## src/rtl/ttt_game_controller.sv

```systemverilog
// ttt_game_controller: human-vs-bot N-in-a-row controller; the bot scans one line per cycle
// for a win candidate, then a block candidate, and falls back to the centre or lowest free cell.
module ttt_game_controller #(
  parameter int N = 3,
  parameter bit BOT_FIRST = 1'b0
) (
  input  logic                       clk,
  input  logic                       clr,
  input  logic                       start,
  input  logic                       mv_valid,
  input  logic [$clog2(N*N)-1:0]     mv_idx,
  output logic                       mv_ready,
  output logic [N*N-1:0]             red_board,
  output logic [N*N-1:0]             grn_board,
  output logic                       bot_valid,
  output logic [$clog2(N*N)-1:0]     bot_idx,
  output logic                       illegal,
  output logic                       r_win,
  output logic                       g_win,
  output logic                       draw,
  output logic                       busy
);
  localparam int C = N * N;
  localparam int L = 2 * N + 2;
  localparam int IW = $clog2(C);
  localparam int LW = $clog2(L);
  localparam int CTR = (C - 1) / 2;
  typedef enum logic [2:0] {IDLE, WAIT_HUMAN, CHECK_H, SCAN, PLACE, CHECK_G, DONE} state_t;
  state_t state_q;
  logic [C-1:0] red_q, grn_q, empty, cur_m, ln_e;
  logic [IW-1:0] bot_idx_q, win_i_q, blk_i_q, pick_d, ln_i;
  logic [LW-1:0] line_q;
  logic bot_valid_q, illegal_q, r_win_q, g_win_q, draw_q, win_v_q, blk_v_q;
  logic g_cand, r_cand, r_line, g_line, full;
  // Lines 0..N-1 are rows, N..2N-1 columns, then main and anti diagonal.
  function automatic logic [C-1:0] line_mask(input int k);
    for (int i = 0; i < C; i++)
      line_mask[i] = k < N ? i / N == k : k < 2 * N ? i % N == k - N :
                     k == 2 * N ? i / N == i % N : i / N + i % N == N - 1;
  endfunction
  function automatic logic [IW-1:0] low_idx(input logic [C-1:0] v);
    low_idx = '0;
    for (int i = C - 1; i >= 0; i--) if (v[i]) low_idx = IW'(i);
  endfunction
  function automatic logic any_line(input logic [C-1:0] b);
    any_line = 1'b0;
    for (int k = 0; k < L; k++) if ((b & line_mask(k)) == line_mask(k)) any_line = 1'b1;
  endfunction
  always_comb begin
    empty = ~(red_q | grn_q);
    full = &(red_q | grn_q);
    cur_m = line_mask(int'(line_q));
    ln_e = cur_m & empty;
    ln_i = low_idx(ln_e);
    g_cand = $countones(ln_e) == 1 && $countones(cur_m & grn_q) == N - 1;
    r_cand = $countones(ln_e) == 1 && $countones(cur_m & red_q) == N - 1;
    r_line = any_line(red_q);
    g_line = any_line(grn_q);
    pick_d = win_v_q ? win_i_q : blk_v_q ? blk_i_q :
             (N % 2 == 1 && empty[CTR]) ? IW'(CTR) : low_idx(empty);
  end
  always_ff @(posedge clk or posedge clr) begin
    if (clr) begin
      state_q <= IDLE;
      red_q <= '0;
      grn_q <= '0;
      bot_idx_q <= '0;
      win_i_q <= '0;
      blk_i_q <= '0;
      line_q <= '0;
      bot_valid_q <= 1'b0;
      illegal_q <= 1'b0;
      r_win_q <= 1'b0;
      g_win_q <= 1'b0;
      draw_q <= 1'b0;
      win_v_q <= 1'b0;
      blk_v_q <= 1'b0;
    end else begin
      bot_valid_q <= 1'b0;
      illegal_q <= 1'b0;
      if (start) begin
        state_q <= BOT_FIRST ? SCAN : WAIT_HUMAN;
        red_q <= '0;
        grn_q <= '0;
        bot_idx_q <= '0;
        r_win_q <= 1'b0;
        g_win_q <= 1'b0;
        draw_q <= 1'b0;
        line_q <= '0;
        win_v_q <= 1'b0;
        blk_v_q <= 1'b0;
      end else begin
        case (state_q)
          WAIT_HUMAN: if (mv_valid) begin
            if (int'(mv_idx) >= C || !empty[mv_idx]) illegal_q <= 1'b1;
            else begin
              red_q[mv_idx] <= 1'b1;
              state_q <= CHECK_H;
            end
          end
          CHECK_H: begin
            r_win_q <= r_line;
            draw_q <= !r_line && full;
            state_q <= (r_line || full) ? DONE : SCAN;
            line_q <= '0;
            win_v_q <= 1'b0;
            blk_v_q <= 1'b0;
          end
          SCAN: begin
            if (g_cand && !win_v_q) begin
              win_v_q <= 1'b1;
              win_i_q <= ln_i;
            end
            if (r_cand && !blk_v_q) begin
              blk_v_q <= 1'b1;
              blk_i_q <= ln_i;
            end
            line_q <= line_q + 1'b1;
            if (line_q == LW'(L - 1)) state_q <= PLACE;
          end
          PLACE: begin
            grn_q[pick_d] <= 1'b1;
            bot_idx_q <= pick_d;
            bot_valid_q <= 1'b1;
            state_q <= CHECK_G;
          end
          CHECK_G: begin
            g_win_q <= g_line;
            draw_q <= !g_line && full;
            state_q <= (g_line || full) ? DONE : WAIT_HUMAN;
          end
          default: ;
        endcase
      end
    end
  end
  assign mv_ready = state_q == WAIT_HUMAN;
  assign busy = !(state_q inside {IDLE, WAIT_HUMAN, DONE});
  assign red_board = red_q;
  assign grn_board = grn_q;
  assign bot_valid = bot_valid_q;
  assign bot_idx = bot_idx_q;
  assign illegal = illegal_q;
  assign r_win = r_win_q;
  assign g_win = g_win_q;
  assign draw = draw_q;
endmodule

```

## config.mk

```make
export PLATFORM = sky130hd
export DESIGN_NAME = ttt_game_controller
export DESIGN_NICKNAME = d
export VERILOG_FILES = /design/src/rtl/ttt_game_controller.sv
export SDC_FILE = /design/constraint.sdc
export NUM_CORES = 1
export LEC_CHECK = 0
export ABC_AREA = 1
export ABC_CLOCK_PERIOD_IN_PS = 5100
export CORE_ASPECT_RATIO = 0.8
export CORE_UTILIZATION = 50
export CTS_CLUSTER_SIZE = 40
export DETAILED_ROUTE_END_ITERATION = 8
export PLACE_DENSITY = 0.82
export SYNTH_ARGS = -nofsm -noshare
export SYNTH_HDL_FRONTEND = slang
export SYNTH_SLANG_ARGS = --single-unit
```

## constraint.sdc

```tcl
create_clock -name clk -period 5.1 [get_ports clk]
set_input_delay 0.51 -clock clk [delete_from_list [all_inputs] [get_ports clk]]
set_output_delay 0.51 -clock clk [all_outputs]
set_load 0.005 [all_outputs]
```

Yosys cells after proc, flatten, opt, wreduce, memory -nomap -nowiden
Cells that the tools add are included.
{"block": "word_totals", "in_bits": 8, "out_inout_bits": 29, "elab_cells": 224, "regBits": 43}
{"block": "classes", "bitwise": 8, "n_eq_ne": 37, "reduce_logical": 36, "muxes": 96, "addsub": 26, "n_lt_le_gt_ge": 7}
{"cell": "$mux 4", "count": 22}
{"cell": "$eq 3x3->1 const B", "count": 20}
{"cell": "$mux 9", "count": 6}
{"cell": "$mux 1", "count": 53}
{"cell": "$logic_not 32->1", "count": 1}
{"cell": "$and 9x9->9", "count": 3}
{"cell": "$or 9x9->9", "count": 3}
{"cell": "$add 1x1->2", "count": 12}
{"cell": "$mux 3", "count": 7}
{"cell": "$add 2x2->3", "count": 6}
{"cell": "$add 4x1->5", "count": 3}
{"cell": "$ne 3x3->1 const B", "count": 5}
{"cell": "$pmux 3 s5", "count": 1}
{"cell": "$add 3x3->4", "count": 3}
{"cell": "$eq 5x2->1 const B", "count": 2}
{"cell": "$lt 4x5->1 const B", "count": 2}
{"cell": "$reduce_bool 2->1", "count": 5}
{"cell": "$eq 3x2->1 const B", "count": 3}
{"cell": "$not 9->9", "count": 1}
{"cell": "$reduce_and 3->1", "count": 3}
{"cell": "$reduce_and 9->1", "count": 1}
{"cell": "$reduce_bool 3->1", "count": 3}
{"cell": "$demux 1 s4", "count": 2}
{"cell": "$ge 4x1->1 const B", "count": 2}
{"cell": "23 further kinds", "count": 41}

Depth between registers and ports, before layout
{"block": "logic_depth", "word_depth": 20, "depth_mapped": 26, "depth_no_buf": 26}

Worst setup path before layout
OpenSTA, ideal clock, no wires.
{"block": "synth_path", "path_kind": "reg2reg", "from": "reg line_q[1]", "to": "reg win_i_q[1]", "required_time_ps": 4971, "slack_ps": 539, "n_path_buf": 0, "synth_period_minus_slack_ps": 4561, "stages_incl_launch_ff": 21, "setup_time_ps": 129, "arrival_time_ps": 4432, "path_cell_list": "dfrtp_1 -> ha_1 -> inv_1 -> ha_1 -> inv_1 -> a21oi_1 -> a31oi_1 -> nand2_1 -> fa_1 -> fa_1 -> inv_1 -> fa_1 -> fa_1 -> inv_1 -> fa_1 -> nor3_1 -> nand2_1 -> nor2_1 -> inv_1 -> nand2_1 -> o21ai_0"}
{"block": "synth_between", "elab_chain_len": 13, "word_cells_on_any_way": 60, "cone_classes": "17 x add/sub; 2 x order compare; 7 x eq/ne; 27 x mux; 2 x bitwise; 5 x reduce/logical"}
{"item": "start, declared", "line_no": "32", "rtl": "logic [LW-1:0] line_q;"}
{"item": "start signal, assigned", "line_no": "118", "rtl": "line_q <= line_q + 1'b1;"}
{"item": "$sub 3x2->4 / $eq 3x2->1 (equally long branches)", "line_no": "38, 39"}
{"item": "$logic_not 32->1 (tied with other cells)", "line_no": "38", "rtl": "line_mask[i] = k < N ? i / N == k : k < 2 * N ? i % N == k - N :"}
{"item": "$mux 1 (2 in series)", "line_no": "38"}
{"item": "$and 9x9->9, on equally long branches", "line_no": "53, 55"}
{"item": "$add 1x1->2 (not written as such) / $mux 4 (equally long branches)", "line_no": "55, 43"}
{"item": "$add 2x2->3 (not written as such) / $mux 4 (equally long branches)", "line_no": "55, 43"}
{"item": "$add 3x3->4 (not written as such) / $mux 4 (equally long branches)", "line_no": "55, 43"}
{"item": "$add 4x1->5 (not written as such) / $mux 4 (equally long branches)", "line_no": "55, 43"}
{"item": "$eq 5x1->1 (tied with other cells)", "line_no": "55", "rtl": "g_cand = $countones(ln_e) == 1 && $countones(cur_m & grn_q) == N - 1;"}
{"item": "$logic_and 1x1->1 / $mux 4 (equally long branches)", "line_no": "55, 43"}
{"item": "$logic_and 1x1->1 / $mux 4 (equally long branches)", "line_no": "110, 43"}
{"item": "$reduce_and 3->1 (no source line) / $mux 4 (equally long branches)"}
{"item": "end signal, assigned", "line_no": "112", "rtl": "win_i_q <= ln_i;"}
{"item": "end, declared", "line_no": "31", "rtl": "logic [IW-1:0] bot_idx_q, win_i_q, blk_i_q, pick_d, ln_i;"}
Several ways; a longest one is shown, not always the timed one.
A chain may end at the register's enable or synchronous reset.

Worst setup path in the final report
{"block": "layout_path", "from": "reg line_q[0]", "to": "reg blk_i_q[0]"}
{"block": "layout_between", "elab_chain_len": 13, "word_cells_on_any_way": 60, "cone_classes": "17 x add/sub; 2 x order compare; 7 x eq/ne; 27 x mux; 2 x bitwise; 5 x reduce/logical"}
{"item": "$sub 3x2->4 / $eq 3x2->1 (equally long branches)", "line_no": "38, 39"}
{"item": "$logic_not 32->1 (tied with other cells)", "line_no": "38"}
{"item": "$mux 1 (2 in series)", "line_no": "38"}
{"item": "$and 9x9->9, on equally long branches", "line_no": "53, 56"}
{"item": "$add 1x1->2 (not written as such) / $mux 4 (equally long branches)", "line_no": "56, 43"}
{"item": "$add 2x2->3 (not written as such) / $mux 4 (equally long branches)", "line_no": "56, 43"}
{"item": "$add 3x3->4 (not written as such) / $mux 4 (equally long branches)", "line_no": "56, 43"}
{"item": "$add 4x1->5 (not written as such) / $mux 4 (equally long branches)", "line_no": "56, 43"}
{"item": "$eq 5x1->1 (tied with other cells)", "line_no": "56", "rtl": "r_cand = $countones(ln_e) == 1 && $countones(cur_m & red_q) == N - 1;"}
{"item": "$logic_and 1x1->1 / $mux 4 (equally long branches)", "line_no": "56, 43"}
{"item": "$logic_and 1x1->1 / $mux 4 (equally long branches)", "line_no": "114, 43"}
{"item": "$reduce_and 3->1 (no source line) / $mux 4 (equally long branches)"}
{"item": "end signal, assigned", "line_no": "116", "rtl": "blk_i_q <= ln_i;"}
{"item": "end, declared", "line_no": "31"}
Several ways; a longest one is shown, not always the timed one.

==> metrics.md <==
| Metric | Value |
|---|---|
| First-pass GRT wire length | 15900 um |
| CTS Sinks | 43 |
| Drc violations | 0 |
| Starting Density | 52.1% |
| CTS tree | built |
| Crit Path Max Fanout | 4 |
| Total wire length | 10100 um |
| Clock latency on the worst-skew pair | 0.31 ns |
| Area share of the largest cell type after synthesis | 32.0% |
| Met1 Track Usage GR | 41.4% |
| Final Core Density | 63.2% |
| M2 GR Usage | 48.0% |
| CTS Buf Count | 5 |
| Post-Layout Cell Count | 605 |
| Sequential power share | 25.7% |
| Share of the yosys chip area belonging to registers | 32.0% |
| WP data required | 5.31 ns |
| Most Crowded Layer GR | met2 |
| Row count | 26 |
| Core Box Area | 6440 sq um |
| Pwr Total | 1.53 mW |
| Buffer levels on the longest clock path | 2 |
| Final Hold Fails | 0 |
| Sw Ratio | 44.4% |
| Ys Warns | 0 |
| Worst EP arrival | 5.14 ns |
| Switching pwr | 678 uW |
| Min cycle time layout | 4.93 ns |
| Multi-input logic area | 2020 sq um |
| Crit path kind | reg -> reg |
| Die W | 93.6 um |
| Share of post-route cells with drive strength above 1 | 9.60% |
| Max-slew headroom | 34.0% |
| Final Cycle Share | 96.6% |
| Setup Viol. Count Final | 0 |
| Max VDD drop | 0.208 mV |
| CP startpoint kind | flop |
| TritonRoute pass-1 iters | 5 |
| Post-DRT Antenna Nets | 0 |
| Mapped Cells | 472 |
| Leakage | 1.95 nW |
| Power per cell area | 375 nW/um^2 |
| Routed len/inst | 16.8 um |
| Sequential Area | 1080 sq um |
| M3 GR Usage | 5.19% |
| CP endpoint kind | flop |
| Syn Nets | 510 |
| Largest net degree at the start of global routing | 44 |
| Setup_tns | 0 ns |
| Clock Pin Slew Worst Setup and Hold Paths | 0.10 ns |
| Vias post-DR | 3442 |
| RD Place Congestion | 0.964 |
| Fin Clk Skew | 0.00968 ns |
| P_int | 848 uW |
| Layout area overhead | 21.2% |
| Fmax | 203 MHz |
| Number of global-route vias before repair | 3243 |
| Commonest cells after routing, fill and taps aside | nand2_1, inv_1, nor2_1 |
| GRT overflow | 0 |
| Initial DRC Count | 357 |
| Syn Std Cell Area | 3360 sq um |
| Clock root buffer | clkbuf_8 |
| Commonest non-fill, non-tap cell in the layout | nand2_1 |
| Antenna cell count | 0 |
| Placed Area | 3840 sq um |
| Htree depth | 2 |
| Slew Limit Fails | 0 |
| Layout net count | 558 |
| CTS Hold Buffers Added | 0 |
| Initial antenna violation count | 0 |
| Number of I/O pins | 37 |
| Type of the worst min-delay path | reg -> reg |
| Total of max-cap violations | 0 |
| Top area cells in the synthesized netlist | dfrtp_1, nand2_1, inv_1 |
| Clock power share | 18.4% |
| Filler cells | 562 |
| Detail Placement HPWL | 7600 um |
| Combinational power share | 55.9% |
| Yosys reg bits | 43 |
| Yosys cell types | 36 |
| Worst slew pin tran | 0.988 ns |
| Die area | 7050 sq um |
| Placed Cells | 593 |
| Number of vias per cell | 5.69 |
| Leading area contributor after synthesis | dfrtp_1 |
| Status | finished clean |
| Mean Syn Cell Area | 7.11 sq um |
| Unrepaired setup endpoints after global routing | no |
| DIE HEIGHT | 75.3 um |
| Cell area after layout | 4070 sq um |
| All-Layer GR Usage | 29.9% |
| Port bufs | 36 |
-- stage by stage --
stage	setup WS, ns	hold WS (ns)
2_1_floorplan	0.539	0.444
3_3_place_gp	0.235	0.482
3_5_place_dp	0.0196	0.471
4_1_cts	0.0174	0.495
5_1_grt	0.0194	0.519
6_report	0.172	0.497
-- flip-flops by register name, indices dropped and copies added (netlist names) --
register	flops
grn_board	9
red_board	9
blk_i_q	4
bot_idx	4
win_i_q	4
line_q	3
state_q	3
blk_v_q	1
bot_valid	1
draw	1
g_win	1
illegal	1
r_win	1
win_v_q	1
-- final cells by class --
class                      instances  share of cell area [%]
timing repair buffer              44                    10.3
multi-input combinational        336                    49.5
inverter                          90                    8.30
clock inverter                     3                    1.08
tap                               84                    2.58
sequential                        43                    26.5
clock buffer                       5                    1.69
-- final timing paths --
kind	start	endpoint	slack (ns)	depth (start not counted)
setup / recovery	line_q[0]	blk_i_q[0]	0.17	16
hold / removal	blk_i_q[0]	blk_i_q[0]	0.50	2
max in group asynchronous	clr	line_q[0]	4.04	3
setup reg to reg	line_q[0]	blk_i_q[0]	0.17	16
min in group asynchronous	clr	win_i_q[3]	0.66	3
hold reg to reg	blk_i_q[0]	blk_i_q[0]	0.50	2
-- synthesized netlist by cell type, drive strengths merged --
cell type	n
o22ai	13
dfrtp	43
ha	15
nor3	6
nand2	123
a221oi	1
o211ai	1
a31oi	3
a21boi	1
a21oi	18
inv	90
xor2	1
buf	2
o2bb2ai	1
clkbuf	2
and3	1
o2111ai	3
nand3	23
nor2	52
o21ai	48
a31o	1
o21bai	1
o31ai	2
nand4	5
fa	15
nand3b	1
-- worst max-delay path: stages (launching register included) --
cell	delay, ns
dfrtp_2	0.43
ha_1	0.22
ha_1	0.31
nand4_1	0.17
a31oi_4	0.28
nand2_1	0.09
fa_1	0.48
fa_1	0.56
inv_1	0.06
fa_1	0.50
fa_1	0.46
inv_1	0.10
fa_1	0.47
nor3_4	0.22
nand4_1	0.27
nand2_1	0.14
nand2_1	0.06
-- cell families after synthesis --
kind of cell / synth area share (%)
XOR/XNOR: 0.261
AND/OR/NAND/NOR: 26.4
adder cells (fa/ha/maj): 14.5
flip-flops: 32.0
buffers and inverters: 10.7
AO/OA/AOI/OAI: 16.1
-- per-layer routing --
layer  vias up  wire length [um]  share of wire (%)
li1       1605                 -                  -
met4         0               198                2.0
met1      1653              4570                 45
met2       159              4640                 46
met5         -                 0                  0
met3        25               737                7.3
-- power by group through the flow --
stage	Clock, mW	Sequential [mW]	Combinational, mW
2_1_floorplan	0	0.395	0.478
3_3_place_gp	0	0.400	0.657
3_5_place_dp	0	0.401	0.704
4_1_cts	0.283	0.395	0.713
5_1_grt	0.301	0.396	0.948
6_report	0.281	0.392	0.853
-- what timing repair did --
item,CTS,global route
setup buffers,0,3
pin swaps,0,12
setup endpoints to repair,4,10
resized for setup,3,21
gates cloned,0,1
Note: power is estimated with default switching activity, not from simulation.
